===== config.mk =====
export PLATFORM = sky130hd
export DESIGN_NAME = acc_supervisor_flat
export DESIGN_NICKNAME = d
export VERILOG_FILES = /design/src/rtl/acc_supervisor_if.sv /design/src/rtl/acc_supervisor.sv /design/src/flat_wrapper.sv
export SDC_FILE = /design/constraint.sdc
export NUM_CORES = 1
export LEC_CHECK = 0
export ABC_AREA = 0
export CAP_MARGIN = 40
export CORE_MARGIN = 2
export CORE_UTILIZATION = 53
export DETAILED_ROUTE_END_ITERATION = 6
export PLACE_DENSITY = 0.77
export SYNTH_ARGS = -nofsm -noshare
export SYNTH_HDL_FRONTEND = slang
export SYNTH_SLANG_ARGS = --single-unit

===== constraint.sdc =====
create_clock -name clk -period 5.45 [get_ports clk]
set_clock_uncertainty 0.05 [all_clocks]
set_input_delay 1.3625 -clock clk [delete_from_list [all_inputs] [get_ports clk]]
set_output_delay 1.3625 -clock clk [all_outputs]
set_load 0.05 [all_outputs]

===== src/rtl/acc_supervisor_if.sv =====
// rtl/acc_supervisor_if.sv - driver button/pedal inputs and control-unit outputs of the ACC supervisor
interface acc_supervisor_if;
    logic       acc_on;
    logic       set_btn;
    logic       resume_btn;
    logic       inc_btn;
    logic       dec_btn;
    logic       brake;
    logic [7:0] car_speed;
    logic [7:0] speed_limit;
    logic [7:0] set_speed;
    logic       set_valid;
    logic       acc_active;
    logic [1:0] mode;

    modport master (
        output acc_on, set_btn, resume_btn, inc_btn, dec_btn, brake, car_speed,
        input  speed_limit, set_speed, set_valid, acc_active, mode
    );

    modport slave (
        input  acc_on, set_btn, resume_btn, inc_btn, dec_btn, brake, car_speed,
        output speed_limit, set_speed, set_valid, acc_active, mode
    );
endinterface


===== src/rtl/acc_supervisor.sv =====
// rtl/acc_supervisor.sv - ACC engagement FSM, set-speed buttons and rate-limited speed_limit; ACC_SUP_OVR_TIMEOUT_EN adds override timeout
module acc_supervisor #(
    parameter logic [7:0]  MIN_SET       = 8'd30,
    parameter logic [7:0]  MAX_SPEED     = 8'd120,
    parameter logic [7:0]  STEP          = 8'd2,
    parameter logic [7:0]  RAMP_STEP     = 8'd1,
    parameter logic [15:0] RAMP_CYCLES   = 16'd4,
    parameter logic [15:0] REPEAT_CYCLES = 16'd8,
    parameter logic [15:0] OVR_TIMEOUT   = 16'd1000
) (
    input logic         clk,
    input logic         rstn,
    acc_supervisor_if.slave sup
);

    typedef enum logic [1:0] {
        MODE_OFF      = 2'b00,
        MODE_STANDBY  = 2'b01,
        MODE_ACTIVE   = 2'b10,
        MODE_OVERRIDE = 2'b11
    } mode_e;

    mode_e       mode_q, mode_d;
    logic [7:0]  set_speed_q, set_speed_d;
    logic        set_valid_q, set_valid_d;
    logic [7:0]  speed_limit_q, speed_limit_d;
    logic        acc_active_q, acc_active_d;
    logic [15:0] ramp_cnt_q, ramp_cnt_d;
    logic [15:0] rep_cnt_q, rep_cnt_d;
    logic        set_prev_q, resume_prev_q, inc_prev_q, dec_prev_q;

    logic        set_edge, resume_edge, inc_edge, dec_edge;
    logic        in_range;
    logic [8:0]  inc_sum;
    logic [7:0]  inc_sat, dec_sat;
    logic        ramp_tick;
    logic [7:0]  ramp_gap, ramp_amt;

    assign set_edge    = sup.set_btn    & ~set_prev_q;
    assign resume_edge = sup.resume_btn & ~resume_prev_q;
    assign inc_edge    = sup.inc_btn    & ~inc_prev_q;
    assign dec_edge    = sup.dec_btn    & ~dec_prev_q;
    assign in_range    = (sup.car_speed >= MIN_SET) && (sup.car_speed <= MAX_SPEED);

    // Nine-bit sum so an increment near 255 cannot wrap before saturation.
    assign inc_sum = {1'b0, set_speed_q} + {1'b0, STEP};
    assign inc_sat = (inc_sum > {1'b0, MAX_SPEED}) ? MAX_SPEED : inc_sum[7:0];
    assign dec_sat = ({1'b0, set_speed_q} < ({1'b0, MIN_SET} + {1'b0, STEP})) ?
                     MIN_SET : (set_speed_q - STEP);

`ifdef ACC_SUP_OVR_TIMEOUT_EN
    logic [15:0] ovr_cnt_q, ovr_cnt_d;

    // Override dwell counter, running only while OVERRIDE persists.
    always_ff @(posedge clk or negedge rstn) begin
        if (!rstn) ovr_cnt_q <= '0;
        else       ovr_cnt_q <= ovr_cnt_d;
    end
`else
    // Keeps OVR_TIMEOUT referenced when the timeout is not built.
    logic unused_ovr_timeout;
    assign unused_ovr_timeout = ^OVR_TIMEOUT;
`endif

    // Mode, set speed, repeat counter and speed_limit ramp next-state.
    always_comb begin
        mode_d        = mode_q;
        set_speed_d   = set_speed_q;
        set_valid_d   = set_valid_q;
        rep_cnt_d     = '0;
        ramp_cnt_d    = '0;
        speed_limit_d = '0;
        ramp_tick     = 1'b0;
        ramp_gap      = '0;
        ramp_amt      = '0;

        if (!sup.acc_on) begin
            mode_d      = MODE_OFF;
            set_speed_d = '0;
            set_valid_d = 1'b0;
        end else begin
            case (mode_q)
                MODE_OFF: mode_d = MODE_STANDBY;
                MODE_STANDBY, MODE_OVERRIDE: begin
                    if (!sup.brake) begin
                        if (set_edge) begin
                            if (in_range) begin
                                mode_d      = MODE_ACTIVE;
                                set_speed_d = sup.car_speed;
                                set_valid_d = 1'b1;
                            end
                        end else if (resume_edge && set_valid_q) begin
                            mode_d = MODE_ACTIVE;
                        end
                    end
                end
                MODE_ACTIVE: begin
                    if (sup.brake) begin
                        mode_d = MODE_OVERRIDE;
                    end else if (set_edge) begin
                        if (in_range) begin
                            set_speed_d = sup.car_speed;
                            set_valid_d = 1'b1;
                        end
                    end else if (!resume_edge && (sup.inc_btn ^ sup.dec_btn)) begin
                        // Edge steps at once; holding steps every REPEAT_CYCLES.
                        if ((sup.inc_btn ? inc_edge : dec_edge) ||
                            (rep_cnt_q == REPEAT_CYCLES - 16'd1)) begin
                            set_speed_d = sup.inc_btn ? inc_sat : dec_sat;
                        end else begin
                            rep_cnt_d = rep_cnt_q + 16'd1;
                        end
                    end
                end
                default: mode_d = MODE_OFF;
            endcase
        end

`ifdef ACC_SUP_OVR_TIMEOUT_EN
        ovr_cnt_d = '0;
        if (mode_q == MODE_OVERRIDE && mode_d == MODE_OVERRIDE) begin
            if (ovr_cnt_q == OVR_TIMEOUT - 16'd1) begin
                mode_d      = MODE_STANDBY;
                set_valid_d = 1'b0;
            end else begin
                ovr_cnt_d = ovr_cnt_q + 16'd1;
            end
        end
`endif

        // speed_limit follows the new set speed: drops at once, rises by ramp ticks.
        if (mode_d == MODE_ACTIVE) begin
            if (mode_q != MODE_ACTIVE) begin
                speed_limit_d = (sup.car_speed < set_speed_d) ? sup.car_speed : set_speed_d;
            end else begin
                speed_limit_d = speed_limit_q;
                if (ramp_cnt_q == RAMP_CYCLES - 16'd1) begin
                    ramp_tick = 1'b1;
                end else begin
                    ramp_cnt_d = ramp_cnt_q + 16'd1;
                end
                ramp_gap = set_speed_d - speed_limit_q;
                ramp_amt = (ramp_gap < RAMP_STEP) ? ramp_gap : RAMP_STEP;
                if (set_speed_d < speed_limit_q) begin
                    speed_limit_d = set_speed_d;
                end else if (ramp_tick && (speed_limit_q < set_speed_d)) begin
                    speed_limit_d = speed_limit_q + ramp_amt;
                end
            end
        end

        acc_active_d = (mode_d == MODE_ACTIVE);
    end

    // State, output and button-history registers.
    always_ff @(posedge clk or negedge rstn) begin
        if (!rstn) begin
            mode_q        <= MODE_OFF;
            set_speed_q   <= '0;
            set_valid_q   <= 1'b0;
            speed_limit_q <= '0;
            acc_active_q  <= 1'b0;
            ramp_cnt_q    <= '0;
            rep_cnt_q     <= '0;
            set_prev_q    <= 1'b0;
            resume_prev_q <= 1'b0;
            inc_prev_q    <= 1'b0;
            dec_prev_q    <= 1'b0;
        end else begin
            mode_q        <= mode_d;
            set_speed_q   <= set_speed_d;
            set_valid_q   <= set_valid_d;
            speed_limit_q <= speed_limit_d;
            acc_active_q  <= acc_active_d;
            ramp_cnt_q    <= ramp_cnt_d;
            rep_cnt_q     <= rep_cnt_d;
            set_prev_q    <= sup.set_btn;
            resume_prev_q <= sup.resume_btn;
            inc_prev_q    <= sup.inc_btn;
            dec_prev_q    <= sup.dec_btn;
        end
    end

    assign sup.mode        = mode_q;
    assign sup.set_speed   = set_speed_q;
    assign sup.set_valid   = set_valid_q;
    assign sup.speed_limit = speed_limit_q;
    assign sup.acc_active  = acc_active_q;

endmodule


===== src/flat_wrapper.sv =====
// flat-port wrapper written by rule: the top's interface ports become plain ports
module acc_supervisor_flat 
#(
    parameter logic [7:0]  MIN_SET       = 8'd30,
    parameter logic [7:0]  MAX_SPEED     = 8'd120,
    parameter logic [7:0]  STEP          = 8'd2,
    parameter logic [7:0]  RAMP_STEP     = 8'd1,
    parameter logic [15:0] RAMP_CYCLES   = 16'd4,
    parameter logic [15:0] REPEAT_CYCLES = 16'd8,
    parameter logic [15:0] OVR_TIMEOUT   = 16'd1000
)
  (clk, rstn, sup_acc_on, sup_set_btn, sup_resume_btn, sup_inc_btn, sup_dec_btn, sup_brake, sup_car_speed, sup_speed_limit, sup_set_speed, sup_set_valid, sup_acc_active, sup_mode);
  acc_supervisor_if sup_i ();
  input logic clk;
  input logic rstn;
  input wire logic [$bits(sup_i.acc_on)-1:0] sup_acc_on;
  input wire logic [$bits(sup_i.set_btn)-1:0] sup_set_btn;
  input wire logic [$bits(sup_i.resume_btn)-1:0] sup_resume_btn;
  input wire logic [$bits(sup_i.inc_btn)-1:0] sup_inc_btn;
  input wire logic [$bits(sup_i.dec_btn)-1:0] sup_dec_btn;
  input wire logic [$bits(sup_i.brake)-1:0] sup_brake;
  input wire logic [$bits(sup_i.car_speed)-1:0] sup_car_speed;
  output wire logic [$bits(sup_i.speed_limit)-1:0] sup_speed_limit;
  output wire logic [$bits(sup_i.set_speed)-1:0] sup_set_speed;
  output wire logic [$bits(sup_i.set_valid)-1:0] sup_set_valid;
  output wire logic [$bits(sup_i.acc_active)-1:0] sup_acc_active;
  output wire logic [$bits(sup_i.mode)-1:0] sup_mode;
  assign sup_i.acc_on = sup_acc_on;
  assign sup_i.set_btn = sup_set_btn;
  assign sup_i.resume_btn = sup_resume_btn;
  assign sup_i.inc_btn = sup_inc_btn;
  assign sup_i.dec_btn = sup_dec_btn;
  assign sup_i.brake = sup_brake;
  assign sup_i.car_speed = sup_car_speed;
  assign sup_speed_limit = sup_i.speed_limit;
  assign sup_set_speed = sup_i.set_speed;
  assign sup_set_valid = sup_i.set_valid;
  assign sup_acc_active = sup_i.acc_active;
  assign sup_mode = sup_i.mode;
  acc_supervisor #(.MIN_SET(MIN_SET), .MAX_SPEED(MAX_SPEED), .STEP(STEP), .RAMP_STEP(RAMP_STEP), .RAMP_CYCLES(RAMP_CYCLES), .REPEAT_CYCLES(REPEAT_CYCLES), .OVR_TIMEOUT(OVR_TIMEOUT)) u_core (.clk(clk), .rstn(rstn), .sup(sup_i));
endmodule

# --- Word-level counts from Yosys, hierarchy flattened ---
# Index checks and enable logic that the tools add are counted.
op_classes:
  addsub: 6
  n_lt_le_gt_ge: 8
  n_eq_ne: 12
  n_mux: 43
  n_bitwise: 9
  n_reduce_logical: 10
op_table:
  columns: ["operator", "count"]
  rows:
  - ["$mux 16", 9]
  - ["$mux 8", 17]
  - ["$add 16x1->16 const B", 2]
  - ["$lt 8x8->1", 3]
  - ["$eq 16x2->1 const B", 1]
  - ["$eq 16x3->1 const B", 1]
  - ["$pmux 8 s2", 1]
  - ["$mux 2", 6]
  - ["$add 8x2->9 const B", 1]
  - ["$gt 9x7->1 const B", 1]
  - ["$mux 1", 9]
  - ["$add 8x8->8", 1]
  - ["$ge 8x5->1 const B", 1]
  - ["$le 8x7->1 const B", 1]
  - ["$lt 8x1->1 const B", 1]
  - ["$lt 8x6->1 const B", 1]
  - ["$sub 8x2->8 const B", 1]
  - ["$sub 8x8->8", 1]
  - ["$eq 2x2->1 const B", 3]
  - ["$ne 2x2->1 const B", 3]
  - ["$pmux 2 s3", 1]
  - ["$and 1x1->1", 4]
  - ["$logic_and 1x1->1", 4]
  - ["$ne 2x1->1 const B", 2]
  - ["10 further kinds", 13]
totals:
  reg_bits: 56
  output_inout_bits: 20
  wordCells: 99

# --- Depth between registers and ports, before layout ---
# Gate-level depths: netlist of run 1.
logic_depth:
  ltp_word: 18
  depth_mapped: 26
  mapped_depth_nobuf: 25

# --- Worst setup path before layout of run 1 ---
# No wires, ideal clock.
synth_timing:
  kind: "input to register"
  startpoint: "input port sup_car_speed[1]"
  endpoint: "register u_core.speed_limit_q[6], in the netlist u_core.sup.speed_limit[6]"
  setup_time_ns: 0.126
  arrival_time_ns: 5.754
  required_time_ns: 5.274
  setup_slack_ns: -0.480
  stages: 22
  path_buffers: 0
  cell_sequence: "or3_4 > a221oi_4 > and3_4 > mux2i_2 > o21ai_0 > ha_1 > fa_1 > nand2b_1 > a21oi_1 > mux2i_1 > o2111ai_1 > and2_1 > fa_1 > a21o_1 > a21oi_1 > o21bai_1 > a21oi_1 > xnor2_1 > a21oi_1 > o21ai_0 > a22oi_1 > a21oi_1"
synth_between:
  elab_chain_cells: 15
synth_lines:
  columns: ["item", "line_no", "source"]
  rows:
  - ["start, declared", "flat_wrapper.sv:22", "input wire logic [$bits(sup_i.car_speed)-1:0] sup_car_speed;"]
  - ["$ge 8x5->1 / $le 8x7->1 (equally long branches)", "acc_supervisor.sv:43", "assign in_range = (sup.car_speed >= MIN_SET) && (sup.car_speed <= MAX_SPEED);"]
  - ["$logic_and 1x1->1", "acc_supervisor.sv:43", null]
  - ["$mux 8", "acc_supervisor.sv:87, acc_supervisor.sv:101", null]
  - ["$mux 8 (on tied branches)", "acc_supervisor.sv:100, acc_supervisor.sv:86", null]
  - ["$mux 8 (on tied branches)", "acc_supervisor.sv:98, acc_supervisor.sv:85", null]
  - ["$pmux 8 s2", "acc_supervisor.sv:82", "case (mode_q)"]
  - ["$mux 8", "acc_supervisor.sv:77", "if (!sup.acc_on) begin"]
  - ["$sub 8x8->8", "acc_supervisor.sv:142", "ramp_gap = set_speed_d - speed_limit_q;"]
  - ["$lt 8x1->1", "acc_supervisor.sv:143", "ramp_amt = (ramp_gap < RAMP_STEP) ? ramp_gap : RAMP_STEP;"]
  - ["$mux 8", "acc_supervisor.sv:143", null]
  - ["$add 8x8->8", "acc_supervisor.sv:147", "speed_limit_d = speed_limit_q + ramp_amt;"]
  - ["$mux 8", "acc_supervisor.sv:146", "end else if (ramp_tick && (speed_limit_q < set_speed_d)) begin"]
  - ["$mux 8", "acc_supervisor.sv:144", "if (set_speed_d < speed_limit_q) begin"]
  - ["$mux 8", "acc_supervisor.sv:133", "if (mode_q != MODE_ACTIVE) begin"]
  - ["$mux 8", "acc_supervisor.sv:132", "if (mode_d == MODE_ACTIVE) begin"]
  - ["end signal, assigned", "acc_supervisor.sv:173", "speed_limit_q <= speed_limit_d;"]
  - ["end, declared", "acc_supervisor.sv:26", "logic [7:0] speed_limit_q, speed_limit_d;"]
# Several ways; a longest one is shown, not always the timed one. The select of a mux whose other input is x is not followed.
# A chain may end at the register's enable or synchronous reset.

# --- Final worst setup path of run 1 ---
layout_timing:
  startpoint: "input port sup_car_speed[2]"
  endpoint: "register u_core.speed_limit_q[6], in the netlist u_core.sup.speed_limit[6]"
# The elaborated chain is that of the path after synthesis.

==> results.py, run 1 <==
metrics = {
    "drt": {
        "avgViaCountPerCell": 6.05,
        "vias": 4470,
        "wirelength_mm": 12.8,
        "wl_per_cell_um": 17.4,
        "drtIter0Drc": 362,
        "drtPass1Iterations": 7,
        "drc": 0,
        "drtAntennaViolNets": 0,
    },
    "cells_and_area": {
        "antenna-diode-count": 0,
        "area_delta_synth_final_pct": 32.5,
        "drive_above_1_share_pct": 25.9,
        "fill_cells": 606,
        "multi_input_area_um2": 3020,
        "ff_latch_area_um2": 1400,
        "fin_util_pct": 71.3,
        "fin_nets": 676,
    },
    "clock_network": {
        "worstSkewPairLatency_ns": 0.31,
        "postCtsHoldBufs": 0,
        "cts_buffers": 5,
        "ctsLongestPathBuffers": 2,
        "cts-root-buf": "clkbuf_8",
        "path_clk_slew_ns": 0.11,
        "cts_sinks": 56,
        "h-tree-depth": 2,
        "cts_tree": "done",
    },
    "logic_synthesis": {
        "syn_area_per_cell_um2": 8.51,
        "synthesis.area_um2": 4360,
        "synth.yosys.seq_area_share_pct": 32.2,
        "synth_async_sr_flop_share_pct": 100,
        "yosys.cell_types.count": 78,
        "ys_dominant_reg_cell": "dfrtp_1",
        "ys_ff_latch": 56,
        "netlist_instances": 512,
        "yosysTopAreaCell": "dfrtp_1",
        "ys_warn_count": 0,
        "ys_top_cells_by_area": "dfrtp_1, ha_1, nor2_1",
        "synth-edff-count": 0,
        "yosys.area.top_type_share_pct": 32.2,
        "yosysMostFrequentCell": "nor2_1",
        "ys_top_cells_by_count": "nor2_1, dfrtp_1, nand2_1, a21oi_1, inv_1",
    },
    "sta": {
        "period_share_pct": 102,
        "rsz0062_at_grt": "true",
        "hold_ws_ns": 0.446,
        "final-setup-viol-count": 1,
        "maxSlewViolCount": 0,
        "hold_viol": 0,
        "finalWorstPathRequiredPeriod_ns": 5.55,
        "max_freq_mhz": 180,
        "slew_headroom_pct": 51.5,
        "worstMarginPinSlew_ns": 0.728,
        "setup_ws_ns": -0.104,
    },
    "place": {
        "place_congestion": 0.962,
        "dp_hpwl_mm": 9.04,
        "io_buffers": 35,
    },
    "hold_path": {
        "hp-start": "u_core.rep_cnt_q[0]$_DFF_PN0_",
        "min_path_cells": 1,
        "hold_class": "flop to flop",
        "min_to": "u_core.rep_cnt_q[0]$_DFF_PN0_",
    },
    "pwr": {
        "ir_worst_vdd_mv": 0.109,
        "powerDensity_nw_per_um2": 160,
        "p_leak_nw": 2.57,
    },
    "global_routing": {
        "grt_pass1_vias": 4314,
        "grt_max_degree": 57,
        "grt_util_all_layers_pct": 28.5,
        "overflow": 0,
        "grt_pass1_wl_mm": 20.1,
        "antenna_found_initial": 0,
    },
    "floorplan": {
        "core_um2": 8090,
        "start_util_pct": 53.8,
        "ios": 36,
        "num_rows": 33,
        "fp.dieArea_um2": 8960,
        "die_w_um": 94.7,
        "die_y_um": 94.7,
    },
    "run_status": {
        "status": "complete, but fails checks",
        "violations": "setup timing",
    },
    "setup_path": {
        "endpoint_kind": "flop",
        "startpoint_type": "input pin",
        "crit_required_ns": 5.60,
        "cp_data_arrival_time_ns": 5.71,
        "path_max_fanout": 3,
        "r2r_setup_slack_ns": 0.23,
        "timing.rr.end": "u_core.sup.speed_limit[6]$_DFFE_PN0P_",
        "crit_type": "input pin to flop",
        "r2r-start": "u_core.sup.set_speed[1]$_DFF_PN0_",
        "worstRegToRegCells": 26,
    },
    "run": {
        "cap_violations": 0,
    },
}
-- metrics by stage --
step	std cells	total power, mW	setup TNS, ns	setup slack (ns)	cell area, µm²
finish	739	0.926	-0.104	-0.104	5770
floorplan	518	0.561	0	0.334	4400
global route	739	0.968	-0.607	-0.319	5770
CTS	737	0.912	-0.105	-0.105	5640
detailed placement	719	0.660	-2.67	-0.812	5370
global placement	719	0.653	-1.87	-0.659	5370
-- worst max-delay path, cell delays in order --
cell,delay [ns]
buf_6,0.09
or3_4,0.39
a221oi_4,0.34
and3_4,0.27
mux2i_4,0.26
o21ai_4,0.10
ha_4,0.17
fa_2,0.37
nand2b_4,0.16
a21oi_2,0.19
mux2i_1,0.24
o2111ai_1,0.17
and2_4,0.21
fa_2,0.36
a21o_1,0.17
a21oi_2,0.14
o21bai_1,0.09
a21oi_2,0.13
xnor2_1,0.08
a21oi_1,0.12
o21ai_1,0.07
a22oi_1,0.14
a21oi_1,0.06
-- routing by layer --
metal	wire, µm	vias up	GRT usage, %
li1	-	2077	-
met1	5320	2127	37.8
met2	6230	226	46.8
met3	951	40	4.63
met4	330	0	10.6
met5	0	-	0
-- registers in the layout, indices dropped and copies added, names as in the netlist --
name                    count
u_core.ramp_cnt_q          16
u_core.set_prev_q           1
u_core.sup.mode             2
u_core.sup.set_valid        1
u_core.sup.set_speed        8
u_core.sup.acc_active       1
u_core.resume_prev_q        1
u_core.inc_prev_q           1
u_core.rep_cnt_q           16
u_core.dec_prev_q           1
u_core.sup.speed_limit      8
-- area by class of cell --
type / instances / area share [%]
Sequential cell: 56 / 24.3
Clock inverter: 3 / 0.390
Multi-Input combinational cell: 416 / 52.3
Timing Repair Buffer: 126 / 17.7
Tap cell: 105 / 2.28
Inverter: 28 / 1.82
Clock buffer: 5 / 1.19
-- worst max path at each step --
stage                     slack [ns]              from                               endpoint
after global placement         -0.66  sup_car_speed[1]  u_core.sup.speed_limit[6]$_DFFE_PN0P_
after global routing           -0.32    sup_resume_btn  u_core.sup.speed_limit[6]$_DFFE_PN0P_
final                          -0.10  sup_car_speed[2]  u_core.sup.speed_limit[6]$_DFFE_PN0P_
after floorplan                 0.33  sup_car_speed[1]  u_core.sup.speed_limit[7]$_DFFE_PN0P_
after CTS                      -0.10  sup_car_speed[2]  u_core.sup.speed_limit[6]$_DFFE_PN0P_
after detailed placement       -0.81  sup_car_speed[1]  u_core.sup.speed_limit[6]$_DFFE_PN0P_
-- repair_timing --
action,4_1_cts,5_1_grt
endpoints found under the setup margin,4,5
setup buffers,11,4
resized for setup,48,23
pin swaps,29,26
-- logic make-up (layout without fill, tap and decap cells) --
family,count (synthesis),count (layout),share of synthesized area [%]
AOI/OAI and AO/OA,122,122,20.4
xor gates and xnor gates,39,39,7.84
adders and majority gates,27,27,8.10
buffers and inverters,46,162,4.77
DFF,56,56,32.2
muxes,11,11,2.61
other,1,7,0.0861
and+or+nand+nor,210,210,24.0
-- placed cells by master (no fill, tap or decap), types with 5 or more instances in the layout --
cell	n
a21oi_2	11
xnor2_1	18
ha_4	6
xor2_1	20
nor4_1	7
a22o_1	6
clkdlybuf4s50_1	24
nand2b_1	7
nand2_1	41
a21oi_1	16
inv_1	25
dfrtp_1	56
and3_1	11
mux2i_1	10
and2_1	5
nor3_1	10
nor2_1	64
buf_4	90
o21ai_0	17
a21o_1	7
nand4_1	8
nand3_1	25
a31oi_1	5
o211ai_1	7
clkbuf_8	5
conb_1	7
ha_1	18
-- power by group --
group / switching [mW] / total (mW) / internal (mW)
registers: 0.00966 / 0.429 / 0.420
logic: 0.140 / 0.255 / 0.115
clock network: 0.149 / 0.242 / 0.0928
No activity file was read; power rests on OpenSTA's default activity.
==> inputs of run 2 (changes only) <==
- CTS_CLUSTER_SIZE: not set -> 40
==> results of run 2 <==
No change in the layout: final DEF, timing and power equal those of run 1.
==> inputs of run 3 (changes only) <==
- CAP_MARGIN: 40 -> 0
==> results of run 3 <==
No change in the layout: final DEF, timing and power equal those of run 1.
